**config.mk**
```make
export PLATFORM = sky130hd
export DESIGN_NAME = alu_accum_ctrl
export DESIGN_NICKNAME = d
export VERILOG_FILES = /design/src/rtl/alu_accum_ctrl.sv
export SDC_FILE = /design/constraint.sdc
export NUM_CORES = 1
export LEC_CHECK = 0
export CAP_MARGIN = 20
export CORE_MARGIN = 5
export CORE_UTILIZATION = 37
export DETAILED_ROUTE_END_ITERATION = 12
export PLACE_DENSITY_LB_ADDON = 0.3
export SETUP_SLACK_MARGIN = 0.5
export SLEW_MARGIN = 10
export SYNTH_ARGS = -nofsm -noshare
export SYNTH_HDL_FRONTEND = slang
export SYNTH_SLANG_ARGS = --single-unit
```
**constraint.sdc**
```tcl
create_clock -name clk -period 1.4 [get_ports clk]
set_clock_uncertainty 0.1 [all_clocks]
set_input_delay 0.28 -clock clk [delete_from_list [all_inputs] [get_ports clk]]
set_output_delay 0.28 -clock clk [all_outputs]
set_load 0.02 [all_outputs]
```
**src/rtl/alu_accum_ctrl.sv**
```systemverilog
// alu_accum_ctrl: command sequencer and accumulator in front of the combinational ALU.
// It drives the ALU from registers, captures the ALU result one cycle later, and
// returns that result on a valid/ready port.
module alu_accum_ctrl #(
    parameter int unsigned WIDTH = 4,
    parameter int unsigned OP_W  = 3
) (
    input  logic             clk,
    input  logic             rst,
    input  logic             cmd_valid,
    output logic             cmd_ready,
    input  logic             cmd_load,
    input  logic [OP_W-1:0]  cmd_op,
    input  logic [WIDTH-1:0] cmd_data,
    input  logic             cmd_cin,
    input  logic             cmd_cin_sel,
    output logic [OP_W-1:0]  alu_op,
    output logic             alu_in_c,
    output logic [WIDTH-1:0] alu_in_x,
    output logic [WIDTH-1:0] alu_in_y,
    input  logic [WIDTH-1:0] alu_out_s,
    input  logic             alu_out_c,
    input  logic             alu_zero,
    input  logic             alu_overflow,
    output logic             res_valid,
    input  logic             res_ready,
    output logic [WIDTH-1:0] res_s,
    output logic             res_c,
    output logic             res_zero,
    output logic             res_of,
    output logic [WIDTH-1:0] acc
);

    localparam logic [1:0] IDLE = 2'd0;
    localparam logic [1:0] EXEC = 2'd1;
    localparam logic [1:0] RESP = 2'd2;

    logic [1:0]       state, state_nx;
    logic [WIDTH-1:0] acc_nx;
    logic [OP_W-1:0]  op_q, op_q_nx;
    logic [WIDTH-1:0] y_q, y_q_nx;
    logic             cin_q, cin_q_nx;
    logic             c_flag, c_flag_nx;
    logic [WIDTH-1:0] res_s_nx;
    logic             res_c_nx, res_zero_nx, res_of_nx, res_valid_nx;
    logic             accept;

    // Ready is a decode of the state register, forced low while reset is held.
    assign cmd_ready = (state == IDLE) & ~rst;
    assign accept    = cmd_valid & (state == IDLE);

    // The ALU sees only registered values, so its inputs are stable for the whole EXEC cycle.
    assign alu_op   = op_q;
    assign alu_in_c = cin_q;
    assign alu_in_x = acc;
    assign alu_in_y = y_q;

    // Next-state and next-register values; every target defaults to holding its value.
    always_comb begin
        state_nx     = state;
        acc_nx       = acc;
        op_q_nx      = op_q;
        y_q_nx       = y_q;
        cin_q_nx     = cin_q;
        c_flag_nx    = c_flag;
        res_s_nx     = res_s;
        res_c_nx     = res_c;
        res_zero_nx  = res_zero;
        res_of_nx    = res_of;
        res_valid_nx = res_valid;
        case (state)
            IDLE: begin
                if (accept) begin
                    if (cmd_load) begin
                        acc_nx       = cmd_data;
                        res_s_nx     = cmd_data;
                        res_c_nx     = 1'b0;
                        res_of_nx    = 1'b0;
                        res_zero_nx  = (cmd_data == WIDTH'(0));
                        res_valid_nx = 1'b1;
                        state_nx     = RESP;
                    end else begin
                        op_q_nx  = cmd_op;
                        y_q_nx   = cmd_data;
                        cin_q_nx = cmd_cin_sel ? c_flag : cmd_cin;
                        state_nx = EXEC;
                    end
                end
            end
            EXEC: begin
                res_s_nx     = alu_out_s;
                res_c_nx     = alu_out_c;
                res_zero_nx  = alu_zero;
                res_of_nx    = alu_overflow;
                acc_nx       = alu_out_s;
                c_flag_nx    = alu_out_c;
                res_valid_nx = 1'b1;
                state_nx     = RESP;
            end
            RESP: begin
                if (res_ready) begin
                    res_valid_nx = 1'b0;
                    state_nx     = IDLE;
                end
            end
            default: begin
                res_valid_nx = 1'b0;
                state_nx     = IDLE;
            end
        endcase
    end

    // State and datapath registers with synchronous reset; reset aborts any command in flight.
    always_ff @(posedge clk) begin
        if (rst) begin
            state     <= IDLE;
            acc       <= '0;
            op_q      <= '0;
            y_q       <= '0;
            cin_q     <= 1'b0;
            c_flag    <= 1'b0;
            res_s     <= '0;
            res_c     <= 1'b0;
            res_zero  <= 1'b0;
            res_of    <= 1'b0;
            res_valid <= 1'b0;
        end else begin
            state     <= state_nx;
            acc       <= acc_nx;
            op_q      <= op_q_nx;
            y_q       <= y_q_nx;
            cin_q     <= cin_q_nx;
            c_flag    <= c_flag_nx;
            res_s     <= res_s_nx;
            res_c     <= res_c_nx;
            res_zero  <= res_zero_nx;
            res_of    <= res_of_nx;
            res_valid <= res_valid_nx;
        end
    end

endmodule

```
==> Yosys cells after proc, flatten, opt, wreduce, memory -nomap -nowiden <==
Cells that the tools add are included.
{ "op_classes": {"n_addsub": 0, "multipliers": 0, "div": 0, "magnitude_cmp": 0, "eq_ne": 5, "n_shift": 0, "n_mux": 19, "bitwise_logic": 4, "n_reduce_logical": 7} }
{ "op_table": {"columns": ["op", "n"], "rows": [
  ["3-bit AND reduction", 3],
  ["1-bit two-way mux", 8],
  ["4-bit two-way mux", 2],
  ["4-bit one-hot mux with 2 select lines", 1],
  ["2-bit two-way mux", 3],
  ["2-bit != test, second input constant", 3],
  ["1-bit one-hot mux with 2 select lines", 3],
  ["2-bit one-hot mux with 3 select lines", 1],
  ["4-bit zero test", 1],
  ["1-bit one-hot mux with 3 select lines", 1],
  ["1-bit AND", 2],
  ["2-bit by 1-bit == test with 1-bit output, second input constant", 1],
  ["2-bit == test, second input constant", 1],
  ["2-bit zero test", 1],
  ["1-bit NOT", 2],
  ["2-bit AND reduction", 1],
  ["2-bit nonzero test", 1]
]} }
{ "word_totals": {"ff_bits": 19, "latch_bits": 0, "ram_bits": 0, "romBits": 0, "inputBits": 21, "memories": 0} }

==> Logic depth before layout (Yosys ltp) <==
Gate-level depths: netlist of run 1.
{ "depth": {"depth_word": 4, "depth_mapped": 4, "depth_no_buf": 3} }

==> Worst setup path after synthesis of run 1 <==
No wires, ideal clock.
{ "synth_path": {"kind": "register to register", "startpoint": "reg state[1]", "endpoint": "reg state[0]", "arrival_ps": 1241, "required_time_ps": 1238, "setup_slack_ps": -2, "stages_incl_launch_ff": 4, "n_path_buf": 1, "synth_period_minus_slack_ps": 1402, "cell_sequence": "dfxtp_1 > clkbuf_1 > nor3_1 > and3b_1"} }
{ "synth_via": {"elab_chain_len": 4, "elab_cells_between_ends": 8} }
{ "synth_rtl": {"columns": ["element", "line", "text"], "rows": [
  ["from (decl)", "38", "logic [1:0] state, state_nx;"],
  ["from (signal assigned)", "128", "state <= state_nx;"],
  ["2-bit zero test", "50, 71", null],
  ["1-bit AND", "50", "assign accept = cmd_valid & (state == IDLE);"],
  ["2-bit != test (no source line)", null, null],
  ["2-bit AND reduction (no source line)", null, null]
]} }
Several ways; a longest one is shown, not always the timed one.
A chain may end at the register's enable or synchronous reset.

==> Worst setup path after layout of run 1 <==
{ "layout_path": {"startpoint": "reg state[1]", "endpoint": "reg acc[3]"} }
{ "layout_via": {"elab_chain_len": 4, "elab_cells_between_ends": 8} }
{ "layout_rtl": {"columns": ["element", "line", "text"], "rows": [
  ["2-bit zero test", "50, 71", null],
  ["1-bit AND", "50", null],
  ["2-bit != test (no source line)", null, null],
  ["3-bit AND reduction (no source line)", null, null],
  ["to (signal assigned)", "129", "acc <= acc_nx;"],
  ["to (decl)", "31", "output logic [WIDTH-1:0] acc"]
]} }
Several ways; a longest one is shown, not always the timed one.

==> run metrics, run 1 <==
diode count=0; site row count=17; Post-DP Area=0.00139 mm^2; relative slew slack=0.795; kind of critical path=flip-flop to flip-flop; Max FO, Critical Path=7; syn avg cell area=9.38 um^2; hpwl dp=1760 um; Crit path largest cell delay=360 ps; CP cell instances=buf_6 > and2b_2 > buf_12 > mux2i_1 > a221oi_1; max-slew violation total from the final report=0; PD cells=824 mW/mm^2; TritonCTS Sinks=19; Routed Antenna Nets=0; YS warnings=0; worst hold path class=input pin to flip-flop; Setup crit start kind=flip-flop; layout cell share with drive strength beyond 1=0.570; WL/cell=14.4 um; syn_nets=110; RSZ-0062 raised after global routing=true; post-synthesis sequential area ratio=0.456; Synth Cell Area=835 um^2; Die Area=0.00331 mm^2; PnR worst setup slack=-65.3 ps; Post-synth EDFFs=0; # nets final=171; CTS clk-pin slew, worst paths=110 ps; critical path arrival=1560 ps; Vias=867; commonest non-fill, non-tap cell in the layout=buf_6; fin cells=177; die width=57.5 um; H-tree depth=1; status=complete, but fails checks; via/cell ratio=4.90; Cells after Synth=89; WL final=2550 um; P_leak=0.717 nW; placed cell count=162; Async S/R FF share, synth=0; Clock Path Buffers=2; Die Y=57.5 um; worst skew pair latency=300 ps; Max Freq=682 MHz; DRC viols=0; Worst-Margin Slew=305 ps; failing checks=negative setup slack; number of synthesized register bits=19; Max IR drop VDD=0.000575 V; CTS hold repair buffers=0; # IOs=46; Non-Filler Cell Area, Final=0.00165 mm^2; Overall Global Routing Usage=0.153; ys flop type=dfxtp_1; grt total ovfl=0; initial antenna violation count=0; DR iter-0 viols=9; pin count of the biggest net entering global routing=19; Max Cap Viol=0; RePlAce Congestion=0.697; DR pass1 iterations=4; most frequent cells in the layout=buf_6 (33), clkdlybuf4s50_1 (16), buf_4 (15); TritonCTS Buffers=3; Area Growth Syn to Fin=98.2%; Yosys cell types=21; first-pass GRT wire length=3890 um; initial core utilization=0.381; final setup fails=12; vias in the first global route=882; Final Critical Period=1470 ps; CTS root buffer=clkbuf_4; Worst Path Required=1490 ps; CTS tree=yes; fin crit share=1.05; CORE AREA=0.00219 mm^2; Worst Setup End Kind=flip-flop; CP max-delay cell=dfxtp_2; Final Hold Violating Endpoints=0; PortBufs=45; Overall Power=1.36 mW
final timing paths:
check	startpoint	to	slack, ps	depth (start not counted)
min reg2reg	res_of	res_of	370	2
min	cmd_valid	state[0]	340	2
max	state[1]	acc[3]	-70	5
max reg2reg	state[1]	acc[3]	-70	5
final cells by class:
| type | instances | area, um^2 |
|---|---|---|
| inverters | 2 | 7.51 |
| multi-input cells | 55 | 463 |
| flip-flops and latches | 19 | 415 |
| fillers | 161 | 537 |
| clock buffers | 4 | 26.3 |
| repair buffers | 69 | 707 |
| well taps | 28 | 35.0 |
where the power goes:
group          switching [mW]  internal, mW
Sequential             0.0346         0.579
Combinational           0.202         0.263
Clock                   0.174         0.111
state kept, by name (all words and copies together) (netlist names):
register,cells
acc,4
res_valid,1
alu_op,3
alu_in_y,4
c_flag,1
res_zero,1
res_c,1
state,2
alu_in_c,1
res_of,1
cell usage after synthesis (2+ instances only):
cell type / instances / share of area
o21ai_0: 3 / 0.018
a221oi_1: 5 / 0.052
a211oi_1: 2 / 0.018
buf_4: 9 / 0.081
clkbuf_1: 3 / 0.013
a21oi_1: 5 / 0.030
inv_1: 2 / 0.0090
mux2i_1: 12 / 0.14
nor2_1: 14 / 0.063
nand2_1: 5 / 0.022
dfxtp_1: 19 / 0.46
what timing repair did:
action                                  4_1_cts  5_1_grt
resized for setup                           176       17
endpoints found under the setup margin       44       44
pin swaps                                     3        8
gates cloned                                  0        1
setup buffers                                 6        4
metal layers:
layer | global-route usage | wire (um) | vias to the layer above
li1 | - | - | 426
met1 | 0.156 | 988 | 401
met2 | 0.273 | 1280 | 38
met3 | 0.0543 | 255 | 2
met4 | 0.0762 | 17 | 0
met5 | 0 | 0 | -
worst max-delay path: cells and delay by family (launching register included):
family	cells	cell delay [ps]
mux	1	120
simple gates	1	250
buf+inv	2	260
compound gates	1	270
flops	1	360
cells by family (layout without fill, tap and decap cells):
kind of cell,Yosys count,count (layout),synth area share
flip-flops,19,19,0.456
multiplexers,12,12,0.144
AND/OR/NAND/NOR,27,27,0.153
buffers and inverters,15,75,0.117
AO/OA/AOI/OAI,16,16,0.130
through the flow:
stage               setup WS (ps)  setup TNS (ps)  utilization  hold WS [ps]
global route                 -106           -1180        0.755           355
global placement             -502           -4600        0.633           350
finish                      -65.3            -363        0.755           337
floorplan                     196               0            -           323
CTS                         -64.5            -279        0.710           296
detailed placement           -491           -4820        0.633           360
Note: power is estimated with default switching activity, not from simulation.
==> inputs of run 2 (changes only) <==
--- a/config.mk
+++ b/config.mk
@@ -9,6 +9,8 @@
 export CORE_MARGIN = 5
 export CORE_UTILIZATION = 37
 export DETAILED_ROUTE_END_ITERATION = 12
+export GPL_TIMING_DRIVEN = 0
+export MAX_ROUTING_LAYER = met4
 export PLACE_DENSITY_LB_ADDON = 0.3
 export SETUP_SLACK_MARGIN = 0.5
 export SLEW_MARGIN = 10
==> run 2 against run 1 <==
Net effect: the flow still finishes with violations (negative setup slack); global-route usage is 0.29 points higher; utilization is 0.97 points lower; final cell count is 0.56% lower; final area is 1.3% lower; fmax is 0.78% lower; worst hold slack worse by 110 ps; setup slack worse by 12 ps; sequential share of layout area is 0.33 points higher; register-to-register slack better by 80 ps; combinational power is 2% higher; die area stayed put; non-clock buffer count is 1 lower; critical endpoint is now cmd_ready; largest cell class unchanged; largest power group unchanged.
==> run metrics, run 2 (synthesis results as in run 1) <==
Non-Filler Cell Area, Final=0.00163 mm^2; Die Y=57.5 um; Worst Setup End Kind=output port; grt total ovfl=0; Worst-Margin Slew=271 ps; P_leak=0.690 nW; Max Freq=677 MHz; WL/cell=14.0 um; final setup fails=1; first-pass GRT wire length=3970 um; die width=57.5 um; WL final=2460 um; CTS tree=yes; DR pass1 iterations=3; Clock Path Buffers=2; FF-to-FF Start=state[1]; commonest non-fill, non-tap cell in the layout=buf_6; Crit path largest cell delay=350 ps; pin count of the biggest net entering global routing=11; Min-Delay Endpoint=state[1]; FF-to-FF setup slack=10 ps; DRC viols=0; critical path arrival=1100 ps; PD cells=835 mW/mm^2; Max Cap Viol=0; Setup crit start kind=flip-flop; Routed Antenna Nets=0; DR iter-0 viols=7; RePlAce Congestion=0.690; hold path depth=2; diode count=0; min-delay src=rst; relative slew slack=0.819; fin crit share=1.05; Reg2Reg Depth=5; status=complete, but fails checks; # nets final=170; Area Growth Syn to Fin=95.7%; CTS root buffer=clkbuf_4; CP max-delay cell=dfxtp_2; Final Critical Period=1480 ps; worst hold path class=input pin to flip-flop; kind of cell adding the most delay to the critical path=flip-flops; setup TNS=-76.8 ps; critical path buffer and inverter count=2; worst skew pair latency=290 ps; failing checks=negative setup slack; FF-to-FF End=acc[3]; initial antenna violation count=0; CP cell instances=buf_8 > nor3_4 > buf_6; via/cell ratio=4.99; max-slew violation total from the final report=0; RSZ-0062 raised after global routing=true; PortBufs=44; Max FO, Critical Path=2; Post-DP Area=0.00137 mm^2; kind of critical path=flip-flop to output port; Worst Path Required=1020 ps; vias in the first global route=892; initial core utilization=0.381; Vias=879; CTS clk-pin slew, worst paths=110 ps; TritonCTS Sinks=19; TritonCTS Buffers=3; site row count=17; H-tree depth=1; Overall Global Routing Usage=0.156; hpwl dp=1770 um; Die Area=0.00331 mm^2; Max IR drop VDD=0.000654 V; PnR worst setup slack=-76.8 ps; # IOs=46; most frequent cells in the layout=buf_6 (37), clkdlybuf4s50_1 (16), nor2_1 (13), dfxtp_2 (13), mux2i_1 (12); CORE AREA=0.00219 mm^2; layout cell share with drive strength beyond 1=0.568; Final Hold Violating Endpoints=0
## run 2: changes by cell type in the layout (fill, tap and decap cells not counted), moves of 2 or more
cell / before / now
a21oi_2: 0 / 3
nor2_2: 2 / 0
buf_6: 33 / 37
dlymetal6s2s_1: 2 / 0
buf_4: 15 / 9
clkbuf_2: 0 / 2
nor2_1: 11 / 13
a221oi_2: 2 / 0
a221oi_1: 3 / 5
a21oi_1: 4 / 1
## run 2: worst max-delay path by stage
stage	startpoint	end	slack, ps	cells past startpoint
after global routing	state[1]	cmd_ready	-120	3
after detailed placement	cmd_valid	alu_op[2]	-400	5
final	state[1]	cmd_ready	-80	3
after CTS	state[1]	cmd_ready	-60	3
after floorplan	state[1]	alu_in_y[0]	200	4
after global placement	cmd_load	alu_in_y[3]	-380	5
## run 2: where the power goes
| group | switching, mW | leakage [nW] | total [mW] | internal (mW) |
|---|---|---|---|---|
| registers | 0.0359 | 0.164 | 0.615 | 0.579 |
| clock network | 0.165 | 0.0150 | 0.276 | 0.111 |
| logic | 0.200 | 0.510 | 0.473 | 0.273 |
| total | 0.401 | 0.690 | 1.36 | 0.962 |
## run 2: layout make-up
| type | count | area [um^2] |
|---|---|---|
| Clock buffer | 4 | 26.3 |
| Buffer | 13 | 138 |
| Timing Repair Buffer | 55 | 558 |
| Inverter | 2 | 7.51 |
| Multi-Input combinational cell | 55 | 453 |
| Tap cell | 28 | 35.0 |
| Sequential cell | 19 | 415 |
| Fill cell | 169 | 558 |
## run 2: routing by layer
metal,up-vias,track usage,share of wire
li1,426,-,-
met1,415,0.174,0.38
met2,34,0.263,0.53
met3,4,0.0430,0.071
met4,0,0.0563,0.013
met5,-,-,0
## run 2: repair_timing
action | CTS | global route
pin swaps | 10 | 2
setup buffers | 7 | 3
gates cloned | 1 | 0
resized for setup | 188 | 6
endpoints found under the setup margin | 44 | 44
hold buffers | 0 | 0
## run 2: through the flow
step                      worst slack [ps]   util  hold slack (ps)  cells  total power [mW]
after detailed placement              -399  0.625              378    161              1.00
final                                -76.8  0.745              229    176              1.36
after global routing                  -122  0.745              241    176              1.43
after floorplan                        196      -              323     89             0.814
after global placement                -376  0.625              354    161             0.993
after CTS                            -60.4  0.722              228    173              1.36
